$ cat src/rtl/multicycle_ctrl_if.sv
// Memory-port handshake between the multicycle control FSM and the
// unified instruction/data memory.
interface multicycle_ctrl_if;
    logic mem_req;
    logic mem_write;
    logic adr_src;
    logic mem_ready;

    modport master (
        output mem_req,
        output mem_write,
        output adr_src,
        input  mem_ready
    );

    modport slave (
        input  mem_req,
        input  mem_write,
        input  adr_src,
        output mem_ready
    );
endinterface

$ cat src/rtl/multicycle_ctrl.sv
// Multicycle RISC-V control FSM: main/ALU decode, immediate select,
// memory wait timeout, illegal-opcode trap and retired-instruction count.
module multicycle_ctrl #(
    parameter int CNT_W       = 32,
    parameter int MEM_TIMEOUT = 16
) (
    input  logic             clk,
    input  logic             reset_n,
    multicycle_ctrl_if.master bus,
    input  logic [6:0]       op,
    input  logic [2:0]       funct3,
    input  logic             funct7b5,
    input  logic             zero,
    output logic             ir_write,
    output logic             pc_write,
    output logic             reg_write,
    output logic [1:0]       result_src,
    output logic [1:0]       alu_src_a,
    output logic [1:0]       alu_src_b,
    output logic [2:0]       alu_control,
    output logic [1:0]       imm_src,
    output logic             illegal_op,
    output logic             mem_fault,
    output logic [CNT_W-1:0] instret
);

    localparam int WW = $clog2(MEM_TIMEOUT + 1);

    localparam logic [6:0] OP_LW  = 7'b0000011;
    localparam logic [6:0] OP_SW  = 7'b0100011;
    localparam logic [6:0] OP_R   = 7'b0110011;
    localparam logic [6:0] OP_I   = 7'b0010011;
    localparam logic [6:0] OP_BEQ = 7'b1100011;
    localparam logic [6:0] OP_JAL = 7'b1101111;

    typedef enum logic [3:0] {
        FETCH, DECODE, MEMADR, MEMREAD, MEMWB, MEMWRITE,
        EXECR, EXECI, ALUWB, BEQ, JAL, TRAP
    } state_t;

    typedef enum logic [1:0] {
        ALU_ADD = 2'b00,
        ALU_SUB = 2'b01,
        ALU_FN  = 2'b10
    } alu_op_t;

    typedef struct packed {
        logic       mem_req;
        logic       mem_write;
        logic       adr_src;
        logic       reg_write;
        logic       fetch;
        logic       beq;
        logic       jal;
        logic [1:0] result_src;
        logic [1:0] src_a;
        logic [1:0] src_b;
        alu_op_t    alu_op;
    } ctrl_t;

    function automatic ctrl_t decode(state_t s);
        ctrl_t c;
        c = '0;
        unique case (s)
            FETCH: begin
                c.mem_req    = 1'b1;
                c.fetch      = 1'b1;
                c.src_b      = 2'b10;
                c.result_src = 2'b10;
            end
            DECODE: begin
                c.src_a = 2'b01;
                c.src_b = 2'b01;
            end
            MEMADR: begin
                c.src_a = 2'b10;
                c.src_b = 2'b01;
            end
            MEMREAD: begin
                c.mem_req = 1'b1;
                c.adr_src = 1'b1;
            end
            MEMWB: begin
                c.result_src = 2'b01;
                c.reg_write  = 1'b1;
            end
            MEMWRITE: begin
                c.mem_req   = 1'b1;
                c.mem_write = 1'b1;
                c.adr_src   = 1'b1;
            end
            EXECR: begin
                c.src_a  = 2'b10;
                c.alu_op = ALU_FN;
            end
            EXECI: begin
                c.src_a  = 2'b10;
                c.src_b  = 2'b01;
                c.alu_op = ALU_FN;
            end
            ALUWB: c.reg_write = 1'b1;
            BEQ: begin
                c.src_a  = 2'b10;
                c.alu_op = ALU_SUB;
                c.beq    = 1'b1;
            end
            JAL: begin
                c.src_a = 2'b01;
                c.src_b = 2'b10;
                c.jal   = 1'b1;
            end
            default: c = '0;
        endcase
        return c;
    endfunction

    state_t            state, state_n;
    ctrl_t             ctl;
    logic [WW-1:0]     wcnt;
    logic              is_mem, timeout, fault, illegal, retire;

    assign timeout = !bus.mem_ready && (wcnt == WW'(MEM_TIMEOUT - 1));

    always_comb begin
        state_n = state;
        is_mem  = 1'b0;
        fault   = 1'b0;
        illegal = 1'b0;
        unique case (state)
            FETCH, MEMREAD, MEMWRITE: begin
                is_mem = 1'b1;
                if (bus.mem_ready) begin
                    unique case (state)
                        FETCH:   state_n = DECODE;
                        MEMREAD: state_n = MEMWB;
                        default: state_n = FETCH;
                    endcase
                end else if (timeout) begin
                    state_n = TRAP;
                    fault   = 1'b1;
                end
            end
            DECODE: begin
                unique case (op)
                    OP_LW, OP_SW: state_n = MEMADR;
                    OP_R:         state_n = EXECR;
                    OP_I:         state_n = EXECI;
                    OP_BEQ:       state_n = BEQ;
                    OP_JAL:       state_n = JAL;
                    default: begin
                        state_n = TRAP;
                        illegal = 1'b1;
                    end
                endcase
            end
            MEMADR:       state_n = (op == OP_SW) ? MEMWRITE : MEMREAD;
            MEMWB:        state_n = FETCH;
            EXECR, EXECI: state_n = ALUWB;
            ALUWB:        state_n = FETCH;
            BEQ:          state_n = FETCH;
            JAL:          state_n = ALUWB;
            default:      state_n = TRAP;
        endcase
    end

    assign retire = (state_n == FETCH) &&
                    (state inside {MEMWB, MEMWRITE, ALUWB, BEQ});

    // Outputs for the coming state are registered alongside it.
    always_ff @(posedge clk or negedge reset_n) begin
        if (!reset_n) begin
            state      <= FETCH;
            ctl        <= decode(FETCH);
            wcnt       <= '0;
            instret    <= '0;
            illegal_op <= 1'b0;
            mem_fault  <= 1'b0;
        end else begin
            state <= state_n;
            ctl   <= decode(state_n);
            if (state_n != state)
                wcnt <= '0;
            else if (is_mem && !bus.mem_ready)
                wcnt <= wcnt + WW'(1);
            if (retire)
                instret <= instret + CNT_W'(1);
            if (illegal)
                illegal_op <= 1'b1;
            if (fault)
                mem_fault <= 1'b1;
        end
    end

    assign bus.mem_req   = reset_n & ctl.mem_req;
    assign bus.mem_write = reset_n & ctl.mem_write;
    assign bus.adr_src   = ctl.adr_src;
    assign reg_write     = reset_n & ctl.reg_write;
    assign ir_write      = reset_n & ctl.fetch & bus.mem_ready;
    assign pc_write      = reset_n & ((ctl.fetch & bus.mem_ready) |
                                      (ctl.beq & zero) | ctl.jal);
    assign result_src    = ctl.result_src;
    assign alu_src_a     = ctl.src_a;
    assign alu_src_b     = ctl.src_b;

    always_comb begin
        alu_control = 3'b000;
        unique case (ctl.alu_op)
            ALU_SUB: alu_control = 3'b001;
            ALU_FN: begin
                unique case (funct3)
                    3'b000:  alu_control = (op[5] & funct7b5) ? 3'b001 : 3'b000;
                    3'b010:  alu_control = 3'b101;
                    3'b110:  alu_control = 3'b011;
                    3'b111:  alu_control = 3'b010;
                    default: alu_control = 3'b000;
                endcase
            end
            default: alu_control = 3'b000;
        endcase
    end

    always_comb begin
        imm_src = 2'b00;
        unique case (op)
            OP_SW:   imm_src = 2'b01;
            OP_BEQ:  imm_src = 2'b10;
            OP_JAL:  imm_src = 2'b11;
            default: imm_src = 2'b00;
        endcase
    end

endmodule
$ cat src/flat_wrapper.sv
// flat-port wrapper written by rule: the top's interface ports become plain ports
module multicycle_ctrl_flat 
#(
    parameter int CNT_W       = 32,
    parameter int MEM_TIMEOUT = 16
)
  (clk, reset_n, op, funct3, funct7b5, zero, ir_write, pc_write, reg_write, result_src, alu_src_a, alu_src_b, alu_control, imm_src, illegal_op, mem_fault, instret, bus_mem_req, bus_mem_write, bus_adr_src, bus_mem_ready);
  multicycle_ctrl_if bus_i ();
  input  logic clk;
  input  logic reset_n;
  input  logic [6:0] op;
  input  logic [2:0] funct3;
  input  logic funct7b5;
  input  logic zero;
  output logic ir_write;
  output logic pc_write;
  output logic reg_write;
  output logic [1:0] result_src;
  output logic [1:0] alu_src_a;
  output logic [1:0] alu_src_b;
  output logic [2:0] alu_control;
  output logic [1:0] imm_src;
  output logic illegal_op;
  output logic mem_fault;
  output logic [CNT_W-1:0] instret;
  output wire logic [$bits(bus_i.mem_req)-1:0] bus_mem_req;
  output wire logic [$bits(bus_i.mem_write)-1:0] bus_mem_write;
  output wire logic [$bits(bus_i.adr_src)-1:0] bus_adr_src;
  input wire logic [$bits(bus_i.mem_ready)-1:0] bus_mem_ready;
  assign bus_mem_req = bus_i.mem_req;
  assign bus_mem_write = bus_i.mem_write;
  assign bus_adr_src = bus_i.adr_src;
  assign bus_i.mem_ready = bus_mem_ready;
  multicycle_ctrl #(.CNT_W(CNT_W), .MEM_TIMEOUT(MEM_TIMEOUT)) u_core (.clk(clk), .reset_n(reset_n), .bus(bus_i), .op(op), .funct3(funct3), .funct7b5(funct7b5), .zero(zero), .ir_write(ir_write), .pc_write(pc_write), .reg_write(reg_write), .result_src(result_src), .alu_src_a(alu_src_a), .alu_src_b(alu_src_b), .alu_control(alu_control), .imm_src(imm_src), .illegal_op(illegal_op), .mem_fault(mem_fault), .instret(instret));
endmodule
$ cat config.mk
export PLATFORM = sky130hd
export DESIGN_NAME = multicycle_ctrl_flat
export DESIGN_NICKNAME = d
export VERILOG_FILES = /design/src/rtl/multicycle_ctrl_if.sv /design/src/rtl/multicycle_ctrl.sv /design/src/flat_wrapper.sv
export SDC_FILE = /design/constraint.sdc
export NUM_CORES = 1
export LEC_CHECK = 0
export BUFFER_PORTS_ARGS = -buffer_cell sky130_fd_sc_hd__buf_2
export CAP_MARGIN = 0
export CORE_MARGIN = 5
export CORE_UTILIZATION = 49
export DETAILED_ROUTE_END_ITERATION = 16
export PLACE_DENSITY_LB_ADDON = 0.12
export SYNTH_ARGS = -nofsm -noshare
export SYNTH_HDL_FRONTEND = slang
export SYNTH_SLANG_ARGS = --single-unit
$ cat constraint.sdc
create_clock -name clk -period 2.2 [get_ports clk]
set_input_delay 0.22 -clock clk [delete_from_list [all_inputs] [get_ports clk]]
set_output_delay 0.22 -clock clk [all_outputs]
set_load 0.05 [all_outputs]
# Word level (Yosys, flattened, before mapping)
# Index checks and enable logic that the tools add are counted.
[word_totals]
elab_cells = 113
ram_bits = 0
rom_bits = 0
latchBits = 0
inputBits = 15
n_memories = 0
output_inout_bits = 51
reg_bits = 58
[op_classes]
bitwise_logic = 11
n_div = 0
reduce_logical = 22
n_shift = 0
addsub = 2
n_mux = 29
eq_ne = 33
n_mul = 0
order_cmp = 0
[ops]
columns = ["operator", "n"]
rows = [
  ["4-bit case mux with 5 select lines", 2],
  ["32-bit by 1-bit adder with 32-bit output, second input constant", 1],
  ["4-bit by 3-bit == test with 1-bit output, second input constant", 8],
  ["4-bit == test, second input constant", 6],
  ["4-bit by 2-bit == test with 1-bit output, second input constant", 4],
  ["2-bit case mux with 2 select lines", 4],
  ["3-bit OR reduction", 5],
  ["7-bit by 6-bit == test with 1-bit output, second input constant", 2],
  ["7-bit == test, second input constant", 2],
  ["1-bit 2-to-1 mux", 14],
  ["3-bit case mux with 2 select lines", 2],
  ["3-bit case mux with 4 select lines", 1],
  ["2-bit OR reduction", 6],
  ["5-bit 2-to-1 mux", 2],
  ["1-bit AND", 9],
  ["4-bit by 1-bit == test with 1-bit output, second input constant", 2],
  ["4-bit zero test", 2],
  ["4-bit 2-to-1 mux", 2],
  ["7-bit by 2-bit == test with 1-bit output, second input constant", 1],
  ["7-bit by 5-bit == test with 1-bit output, second input constant", 1],
  ["3-bit == test, second input constant", 2],
  ["2-bit case mux with 3 select lines", 1],
  ["6-bit OR reduction", 1],
  ["5-bit by 1-bit adder with 5-bit output, second input constant", 1],
  ["13 further kinds", 16],
]

# Longest topological paths before layout
# Gate-level depths: netlist (run 1).
[depth]
ltp_word = 8
depth_mapped = 10
ltp_nobuf = 9

# Least setup slack after synthesis (run 1)
# Ideal clock, no wire load.
[synth_path]
path_type = "flip-flop to output port"
from = "reg u_core.ctl[0] in the netlist's numbering"
to = "out alu_control[2]"
path_slack_ns = -0.184
path_stages_with_launch = 4
n_path_buf = 0
required_time_ns = 1.980
t_arrival_ns = 2.164
path_cell_list = "dfrtp_1 inv_1 ha_1 nor4_1"
[synth_via]
elab_chain_cells = 2
word_cells_on_any_way = 3
cone_classes = "2 x eq/ne; 1 x mux"
[synth_rtl]
columns = ["item", "line_no", "text"]
rows = [
  ["start, declared", "multicycle_ctrl.sv:118", "ctrl_t ctl;"],
  ["start signal, assigned", "multicycle_ctrl.sv:173", "ctl <= decode(FETCH);"],
  ["start signal, assigned", "multicycle_ctrl.sv:180", "ctl <= decode(state_n);"],
  ["2-bit == test or 2-bit by 1-bit == test with 1-bit output (tied branches)", "multicycle_ctrl.sv:207", "unique case (ctl.alu_op)"],
  ["3-bit case mux with 2 select lines *", "multicycle_ctrl.sv:207", ""],
  ["end, declared", "flat_wrapper.sv:21", "output logic [2:0] alu_control;"],
]
# Mark *: on every way between the ends. The rest lies on a longest branch, timed or not.

# Worst setup path after layout (run 1)
[layout_path]
from = "reg u_core.wcnt[1]"
to = "reg u_core.instret[7]"
[layout_via]
elab_chain_cells = 7
[layout_rtl]
columns = ["item", "line_no", "text"]
rows = [
  ["start, declared", "multicycle_ctrl.sv:119", "logic [WW-1:0] wcnt;"],
  ["start signal, assigned", "multicycle_ctrl.sv:184", "wcnt <= wcnt + WW'(1);"],
  ["5-bit by 4-bit == test with 1-bit output", "multicycle_ctrl.sv:122", "assign timeout = !bus.mem_ready && (wcnt == WW'(MEM_TIMEOUT - 1));"],
  ["1-bit logical AND", "multicycle_ctrl.sv:122", ""],
  ["4-bit 2-to-1 mux", "multicycle_ctrl.sv:138", "end else if (timeout) begin"],
  ["4-bit 2-to-1 mux", "multicycle_ctrl.sv:132", "if (bus.mem_ready) begin"],
  ["4-bit case mux with 5 select lines", "multicycle_ctrl.sv:129", "unique case (state)"],
  ["via u_core.state_n[2]", "multicycle_ctrl.sv:117", "state_t state, state_n;"],
  ["4-bit zero test", "multicycle_ctrl.sv:166", "assign retire = (state_n == FETCH) &&"],
  ["1-bit logical AND", "multicycle_ctrl.sv:166", ""],
  ["end signal, assigned", "multicycle_ctrl.sv:186", "instret <= instret + CNT_W'(1);"],
  ["end, declared", "multicycle_ctrl.sv:24", "output logic [CNT_W-1:0] instret"],
]
# The timed path passes the listed nets, and every way through them passes these cells.
# A chain may end at the register's enable or synchronous reset.

==> impl_metrics.tcl, run 1 <==
set metrics [dict create \
    antenna_cells 0 \
    synth_fa_ha_area_frac 0.02026 \
    fin_crit_sh 1.009 \
    setup_ws_ns -0.01999 \
    drive_gt1_frac 0.3753 \
    peakVddDrop_v 0.0009469 \
    synth_cell_type_count 62 \
    drc_errors 0 \
    io_buffer_count 65 \
    first_global_vias 2408 \
    path_class "flop to flop" \
    violations "negative setup slack" \
    critical_path_required_ns 2.41 \
    seq_area_frac_synth 0.4631 \
    first_pass_iters 4 \
    ios 66 \
    finalSetupViolCount 3 \
    antenna_found_initial 0 \
    clock_skew_ns 0.01118 \
    min_period_ns 2.220 \
    root_buffer "clkbuf_8" \
    rsz0062_at_grt "true" \
    report.final.hold_viol_count 0 \
    synth_area_per_cell_sq_um 10.16 \
    clk_latency_ns 0.33 \
    h-tree-depth 3 \
    max_stage_delay_ns 0.39 \
    grt_max_degree 40 \
    synth_compound_area_frac 0.09968 \
    ant_nets 0 \
    die_w_um 89.39 \
    cp-start-kind "flop" \
    max_freq_ghz 0.4505 \
    cp_slowest_cell "dfrtp_1" \
    synth_flop_cell "dfrtp_1" \
    via_count 2522 \
    synth.top_cells.by_area "dfrtp_1 (44%), xnor2_1 (8.5%), nand3_1 (2.9%)" \
    timing.rr.start "u_core.wcnt[1]$_DFFE_PN0P_" \
    syn-instance-count 304 \
    synth_top_area_share 0.4376 \
    synth_edf_count 0 \
    crit_fanout 5 \
    leakage_nw 1.911 \
    crit_chain "ha_2 > and3_4 > ha_4 > nor4b_4 > o21ai_2 > a21oi_4 > nor4_4 > buf_6 > buf_12 > and4_4 > xor2_1" \
    place_inst 450 \
    worstPathArrival_ns 2.43 \
    fp.dieH_um 89.39 \
    drt-total-wl_um 6920 \
    grt_use_total 0.1798 \
    wl_per_cell_um 14.60 \
    hp-class "input pin to flop" \
    grt_pass1_wl_um 11250 \
    floorplan.rows 29 \
    grt_overflow_total 0 \
    syn2layout_area_growth_pct 29.25 \
    end_kind "flop" \
    start_util 0.4948 \
    tightest_slew_ns 0.4931 \
    post-dp-hpwl_um 4912 \
    clk_pin_slew_worst_paths_ns 0.07 \
    tns_ns -0.03817 \
    synth_area_leader_cell "dfrtp_1" \
    status "finished with violations" \
    hp-start "op[4]" \
    clockBufferDepth 2 \
    coreArea_sq_um 6241 \
    slew_headroom 0.6713 \
    crit_path_start "u_core.wcnt[1]$_DFFE_PN0P_" \
    die_area_sq_um 7990 \
    final_util 0.6395 \
    syn-num-nets 324 \
    yosys_warnings 0 \
    synth-simple-area-share 0.2516 \
    synth-seq-cells 57 \
    async_flop_share 1.000 \
    power.density_nw_per_um2 1228 \
    layout.nets 412 \
    synth_top_family_by_area "simple AND/OR/NAND/NOR gates" \
    synth-xor-area-share 0.1021 \
    detail_route.vias_per_cell 5.321 \
    drv_slew 0 \
    cts_sinks 57 \
    instances_no_fill 474 \
    synthesis.area_sq_um 3088 \
    cts_buffers 9 \
    place_congestion 0.7967 \
    drt_iter0_markers 128 \
    cts_tree "built" \
    maxCapViolCount 0 \
    synthMuxAreaShare 0.004862 \
]
per-layer routing:
metal	vias up	global-route usage	share of wire
met4	0	0.05683	0.012
met5	-	0	0
met3	10	0.04147	0.050
met1	1207	0.2357	0.45
li1	1248	-	-
met2	57	0.2954	0.49
state kept, by name, indices dropped and copies added (netlist names):
name and count:
u_core.instret 32, u_core.bus.adr_src 1, u_core.alu_src_b 2, u_core.ctl 8, u_core.illegal_op 1, u_core.alu_src_a 2
u_core.mem_fault 1, u_core.wcnt 5, u_core.state 4, u_core.result_src 1
cell families after synthesis:
group,count (synthesis)
AO/OA/AOI/OAI,41
AND/OR/NAND/NOR,130
buffers and inverters,34
adder cells (fa/ha/maj),5
XOR/XNOR,36
flip-flops,57
multiplexers,1
Yosys cell counts (all sizes together), types with 2 or more instances:
master	count
xor2	6
ha	5
nand2b	5
a31oi	3
and3b	3
inv	12
o31ai	3
and2	8
and4	7
nor2b	3
nand4	13
or3	3
nor3	6
o21ai	7
xnor2	30
dfrtp	54
a21o	2
nor4b	2
and3	13
nor2	23
o211a	2
a211oi	3
nand2	16
a21oi	8
nand4bb	2
nor3b	2
buf	19
clkbuf	3
nand3	18
nor4	3
dfstp	3
stage by stage:
step	hold WS [ns]	setup slack, ns	power (mW)	area [sq um]
final	0.1898	-0.01999	4.902	3991
after global routing	0.1842	-0.09005	5.230	3991
after CTS	0.1789	-0.01121	4.671	3835
after detailed placement	0.1967	-0.05871	3.629	3598
after global placement	0.1891	-0.08471	3.615	3598
after floorplan	-0.07559	0.02323	2.970	3095
placed cells by master (no fill, tap or decap), types with 7 or more instances in the layout:
| cell type | n |
|---|---|
| nand4_1 | 13 |
| buf_2 | 65 |
| nor2_1 | 22 |
| buf_4 | 28 |
| dfrtp_1 | 52 |
| clkbuf_8 | 10 |
| and2_1 | 7 |
| nand3_1 | 16 |
| nand2_1 | 16 |
| xnor2_1 | 30 |
| inv_1 | 10 |
| and3_1 | 11 |
power breakdown:
group	total (mW)	switching (mW)	internal, mW
Clock	0.986	0.431	0.555
Combinational	2.53	1.45	1.08
Sequential	1.39	0.147	1.24
Total	4.90	2.03	2.87
path summary, 6_finish.rpt:
kind | to | slack (ns) | cells after the start
setup / recovery | u_core.instret[7]$_DFFE_PN0P_ | -0.02 | 11
hold reg to reg | u_core.illegal_op$_DFFE_PN0P_ | 0.46 | 1
setup reg to reg | u_core.instret[7]$_DFFE_PN0P_ | -0.02 | 11
min in group asynchronous | u_core.ctl[13]$_DFF_PN0_ | 0.39 | 2
hold / removal | u_core.ctl[1]$_DFF_PN0_ | 0.19 | 3
max in group asynchronous | u_core.instret[2]$_DFFE_PN0P_ | 0.95 | 3
worst max-delay path: cells and delay by family (launching register included):
| family | cells | cell delay [ns] |
|---|---|---|
| AND/OR/NAND/NOR | 4 | 0.64 |
| buffers and inverters | 2 | 0.26 |
| flip-flops | 1 | 0.39 |
| adder cells (fa/ha/maj) | 2 | 0.36 |
| AO/OA/AOI/OAI | 2 | 0.29 |
| XOR/XNOR | 1 | 0.14 |
area by class of cell:
type,count,area [sq um]
Tap cell,77,96.34
Clock inverter,6,67.56
Clock buffer,10,137.6
Inverter,12,45.04
Timing Repair Buffer,99,638.1
Multi-Input combinational cell,213,1574
Sequential cell,57,1433
Fill cell,523,2250
timing repair:
item | CTS | global route
cloned | 0 | 2
setup buffers | 0 | 5
pin swaps | 4 | 8
endpoints found under the hold margin | 15 | 0
hold buffers | 1 | 0
resized for setup | 5 | 16
endpoints found under the setup margin | 14 | 45
No activity file was read; power rests on OpenSTA's default activity.
==> run 2, diff against run 1 <==
- TNS_END_PERCENT: not set -> 20
==> run 2 against run 1 <==
  * First-iteration DRC count down 41%
  * Sequential cell count unchanged
  * Critical path depth down 3
  * Global-route usage down 0.76 points
  * Routed wire length down 6.3%
  * The run now ends clean
  * Setup slack better by 0.035 ns
  * Hold slack better by 0.0073 ns
  * Die area unchanged
==> impl_metrics.tcl, run 2 (same netlist as run 1, synthesis figures left out) <==
set metrics [dict create \
    max_freq_ghz 0.4578 \
    slew_headroom 0.6611 \
    fin_crit_sh 0.9930 \
    place_congestion 0.8215 \
    start_util 0.4948 \
    drt_iter0_markers 76 \
    reg.largest.list "u_core.instret (32), u_core.ctl (8), u_core.wcnt (5)" \
    clk_latency_ns 0.33 \
    floorplan.rows 29 \
    finalSetupViolCount 0 \
    hp-class "input pin to flop" \
    h-tree-depth 3 \
    wl_per_cell_um 13.89 \
    drv_slew 0 \
    drive_gt1_frac 0.3641 \
    cts_tree "built" \
    antenna_cells 0 \
    grt_overflow_total 0 \
    layout_common_cells "buf_2 (65), dfrtp_1 (52), xnor2_1 (30), buf_4 (23), nor2_1 (22)" \
    root_buffer "clkbuf_8" \
    layout_commonest_cell "buf_2" \
    post-dp-hpwl_um 4733 \
    clockBufferDepth 2 \
    setup_ws_ns 0.01546 \
    path_class "flop to flop" \
    fp.dieH_um 89.39 \
    rsz0062_at_grt "true" \
    syn2layout_area_growth_pct 27.51 \
    report.final.hold_viol_count 0 \
    cts_buffers 9 \
    coreArea_sq_um 6241 \
    grt_max_degree 40 \
    top_register "u_core.instret" \
    clock_skew_ns 0.01227 \
    final_util 0.6309 \
    first_pass_iters 4 \
    tns_ns 0 \
    critical_path_required_ns 2.44 \
    status "completed" \
    peakVddDrop_v 0.0008681 \
    layout.nets 405 \
    io_buffer_count 65 \
    min_period_ns 2.185 \
    clk_pin_slew_worst_paths_ns 0.06 \
    grt_use_total 0.1722 \
    pre_cts_slack_ns -0.1306 \
    leakage_nw 1.891 \
    die_w_um 89.39 \
    end_kind "flop" \
    drt-total-wl_um 6487 \
    drc_errors 0 \
    die_area_sq_um 7990 \
    grt_pass1_wl_um 10680 \
    detail_route.vias_per_cell 5.328 \
    cts_sinks 57 \
    first_global_vias 2356 \
    ios 66 \
    crit_fanout 5 \
    maxCapViolCount 0 \
    n_fill_cell 517 \
    largest_reg_flops 32 \
    power.density_nw_per_um2 1227 \
    worstPathArrival_ns 2.42 \
    tightest_slew_ns 0.5081 \
    cp-start-kind "flop" \
    antenna_found_initial 0 \
    ant_nets 0 \
    via_count 2488 \
]
[run 2: worst paths after layout]
kind / endpoint / cells after the start / start / slack, ns
worst max-delay path: u_core.wcnt[4]$_DFFE_PN0P_ / 8 / u_core.wcnt[1]$_DFFE_PN0P_ / 0.02
worst min-delay path: u_core.ctl[1]$_DFF_PN0_ / 3 / op[4] / 0.20
worst max register to register: u_core.wcnt[4]$_DFFE_PN0P_ / 8 / u_core.wcnt[1]$_DFFE_PN0P_ / 0.02
worst min register to register: u_core.illegal_op$_DFFE_PN0P_ / 1 / u_core.illegal_op$_DFFE_PN0P_ / 0.46
max in group asynchronous: u_core.state[2]$_DFF_PN0_ / 3 / reset_n / 0.94
min in group asynchronous: u_core.ctl[13]$_DFF_PN0_ / 2 / reset_n / 0.38
[run 2: routing by layer]
layer  vias up  share of wire  track usage
li1       1232              -            -
met1      1203           0.45       0.2251
met2        43           0.48       0.2753
met3        10          0.054      0.03871
met4         0          0.017      0.07307
met5         -              0            0
[run 2: power breakdown]
group          internal (mW)  switching, mW  total, mW  leakage [nW]
clock network          0.699          0.393       1.09         0.114
registers               1.24          0.165       1.41         0.759
logic                  0.927           1.40       2.33          1.02
total                   2.87           1.96       4.83          1.89
[run 2: worst max-delay path, cell delays in order, from the launching register on]
cell and delay [ns]:
dfrtp_1 0.39, ha_2 0.19, and3_4 0.18, ha_4 0.16, or3_4 0.35, o22ai_2 0.17, o2111ai_2 0.12, a221o_2 0.39
a211oi_2 0.16
[run 2: repair_timing]
action                                 4_1_cts  5_1_grt
endpoints found under the hold margin       15        0
setup endpoints to repair                   16       45
cloned                                       0        0
gates resized for setup                     10       10
hold buffers                                 1        0
setup buffers                                0        3
pin swaps                                   10        5
[run 2: layout make-up]
type	count	area, sq um	area share
timing repair buffer	92	559.3	0.1420
clock inverter	3	65.06	0.01652
inverter	12	45.04	0.01144
clock buffer	13	158.9	0.04036
tap	77	96.34	0.02447
sequential	57	1433	0.3638
multi-input combinational	213	1580	0.4013
[run 2: metrics by stage]
stage               cell area (sq um)  hold slack, ns  power (mW)  instances
global placement                 3587          0.1945       3.591        447
CTS                              3870          0.1815       4.771        464
global route                     3938          0.1970       5.131        467
detailed placement               3587          0.1907       3.595        447
floorplan                        3094        -0.07559       2.968        304
finish                           3938          0.1971       4.830        467
==> run 3, diff against run 2 <==
- CORE_UTILIZATION: 49 -> 32
==> run 3 against run 2 <==
  * The run now ends with negative setup slack left
  * Fmax is 3.6% lower
  * Hold slack lost 0.021 ns
  * Count of clock-buffer cells in the layout down 3
  * Clock power down 13%
  * Non-clock buffer count rose by 30
  * Register-to-register slack got worse by 0.08 ns
  * Power rose by 1.1%
  * Sequential cell count is the same
  * Critical path type unchanged
  * Highest routed layer unchanged
==> impl_metrics.tcl, run 3 (same netlist as run 1, synthesis figures left out) <==
set metrics [dict create \
    clk_latency_ns 0.34 \
    report.final.hold_viol_count 0 \
    crit_chain "ha_2 > and3_4 > ha_4 > nor4b_2 > o21ai_2 > a21oi_4 > buf_6 > nor4_4 > buf_4 > clkbuf_16 > nand3_2 > xnor2_2" \
    drv_slew 0 \
    cp-start-kind "flop" \
    clk_pin_slew_worst_paths_ns 0.08 \
    drive_gt1_frac 0.4095 \
    violations "negative setup slack" \
    critical_path_required_ns 2.43 \
    grt_max_degree 31 \
    grt_use_total 0.1369 \
    tns_ns -0.4675 \
    root_buffer "clkbuf_8" \
    layout_common_cells "buf_2 (65), dfrtp_1 (53), buf_4 (51), xnor2_1 (29), nor2_1 (22)" \
    min_period_ns 2.266 \
    maxCapViolCount 0 \
    peakVddDrop_v 0.0006929 \
    grt_overflow_total 0 \
    cts_tree "built" \
    grt_pass1_wl_um 12740 \
    cts_buffers 9 \
    h-tree-depth 3 \
    layout.nets 435 \
    start_util 0.3311 \
    max_stage_delay_ns 0.36 \
    post-dp-hpwl_um 5539 \
    first_global_vias 2649 \
    crit_fanout 5 \
    place_congestion 0.7716 \
    power.density_nw_per_um2 1162 \
    clockBufferDepth 2 \
    final-seq-area_sq_um 1431 \
    io_buffer_count 65 \
    hp-class "input pin to flop" \
    worstPathArrival_ns 2.50 \
    rsz0062_at_grt "true" \
    syn2layout_area_growth_pct 36.02 \
    cp_slowest_cell "dfrtp_1" \
    setup_ws_ns -0.06598 \
    coreArea_sq_um 9328 \
    status "finished with violations" \
    max_freq_ghz 0.4413 \
    final_util 0.4503 \
    ant_nets 0 \
    critPathBufInv 3 \
    reg2reg_depth 12 \
    clock_skew_ns 0.01693 \
    first_pass_iters 4 \
    finalSetupViolCount 14 \
    cts_sinks 57 \
    leakage_nw 2.028 \
    largest_reg_flops 32 \
    n_fill_cell 927 \
    detail_route.vias_per_cell 4.685 \
    top_register "u_core.instret" \
    ios 66 \
    crit_path_start "u_core.wcnt[1]$_DFFE_PN0P_" \
    drc_errors 0 \
    timing.rr.start "u_core.wcnt[1]$_DFFE_PN0P_" \
    instances_no_fill 549 \
    drt-total-wl_um 7587 \
    wl_per_cell_um 13.82 \
    p_total_mw 4.882 \
    layout_commonest_cell "buf_2" \
    tightest_slew_ns 0.4531 \
    hold_depth 3 \
    end_kind "flop" \
    antenna_found_initial 0 \
    floorplan.rows 35 \
    path_class "flop to flop" \
    die_area_sq_um 11710 \
    cp_num_cells 12 \
    antenna_cells 0 \
    die_w_um 108.2 \
    critPathTopFamily "simple AND/OR/NAND/NOR gates" \
    whs_ns 0.1762 \
    reg.largest.list "u_core.instret (32), u_core.ctl (8), u_core.wcnt (5)" \
    fin_crit_sh 1.030 \
    slew_headroom 0.6968 \
    hp-start "op[4]" \
    fp.dieH_um 108.2 \
    multiInputGateArea_sq_um 1587 \
    place_inst 522 \
    via_count 2572 \
    drt_iter0_markers 80 \
]
-- run 3: cell types whose count changed in the layout (fill, tap and decap cells not counted), moves of 3 or more --
| cell | delta |
|---|---|
| buf_4 | +28 |
| buf_6 | +3 |
| nand3_1 | -3 |
| nand3_2 | +3 |
-- run 3: area by class of cell --
| cell class | count | area share |
|---|---|---|
| multi-input cells | 213 | 0.3777 |
| repair buffers | 122 | 0.1877 |
| well taps | 129 | 0.03843 |
| flip-flops and latches | 57 | 0.3408 |
| inverters | 12 | 0.01072 |
| clock buffers | 10 | 0.03038 |
| clock inverters | 6 | 0.01430 |
-- run 3: path summary, 6_finish.rpt --
check / to / slack (ns)
worst max-delay path: u_core.instret[3]$_DFFE_PN0P_ / -0.07
worst min-delay path: u_core.ctl[1]$_DFF_PN0_ / 0.18
worst max register to register: u_core.instret[3]$_DFFE_PN0P_ / -0.07
worst min register to register: u_core.illegal_op$_DFFE_PN0P_ / 0.47
max in group asynchronous: u_core.ctl[10]$_DFF_PN1_ / 1.39
min in group asynchronous: u_core.instret[21]$_DFFE_PN0P_ / 0.50
-- run 3: worst reg2reg max path: stages, from the launching register on --
cell       delay [ns]
dfrtp_1          0.36
ha_2             0.18
and3_4           0.18
ha_4             0.15
nor4b_2          0.05
o21ai_2          0.17
a21oi_4          0.08
buf_6            0.13
nor4_4           0.30
buf_4            0.19
clkbuf_16        0.14
nand3_2          0.09
xnor2_2          0.14
-- run 3: power by group --
part           internal (mW)  total, mW  switching (mW)
logic                   1.06       2.56            1.51
clock network          0.517      0.945           0.428
registers               1.24       1.37           0.134
total                   2.81       4.88            2.07
-- run 3: routing by layer --
layer | vias to the layer above | share of wire | GRT usage
li1 | 1297 | - | -
met2 | 46 | 0.49 | 0.2242
met5 | - | 0 | 0
met4 | 0 | 0.013 | 0.04599
met1 | 1220 | 0.45 | 0.1770
met3 | 9 | 0.047 | 0.03343
-- run 3: per-stage QoR --
| step | worst slack (ns) | area [sq um] |
|---|---|---|
| 3_3_place_gp | -0.4363 | 3812 |
| 5_1_grt | -0.1753 | 4200 |
| 4_1_cts | -0.1196 | 4150 |
| 6_report | -0.06598 | 4200 |
| 3_5_place_dp | -0.5033 | 3812 |
| 2_1_floorplan | -0.001991 | 3094 |
-- run 3: timing repair --
item,4_1_cts,5_1_grt
pin swaps,11,14
setup endpoints to repair,45,34
buffers inserted,5,4
resized for setup,15,10
gates cloned,1,1
hold buffers,1,0
hold endpoints to repair,47,0
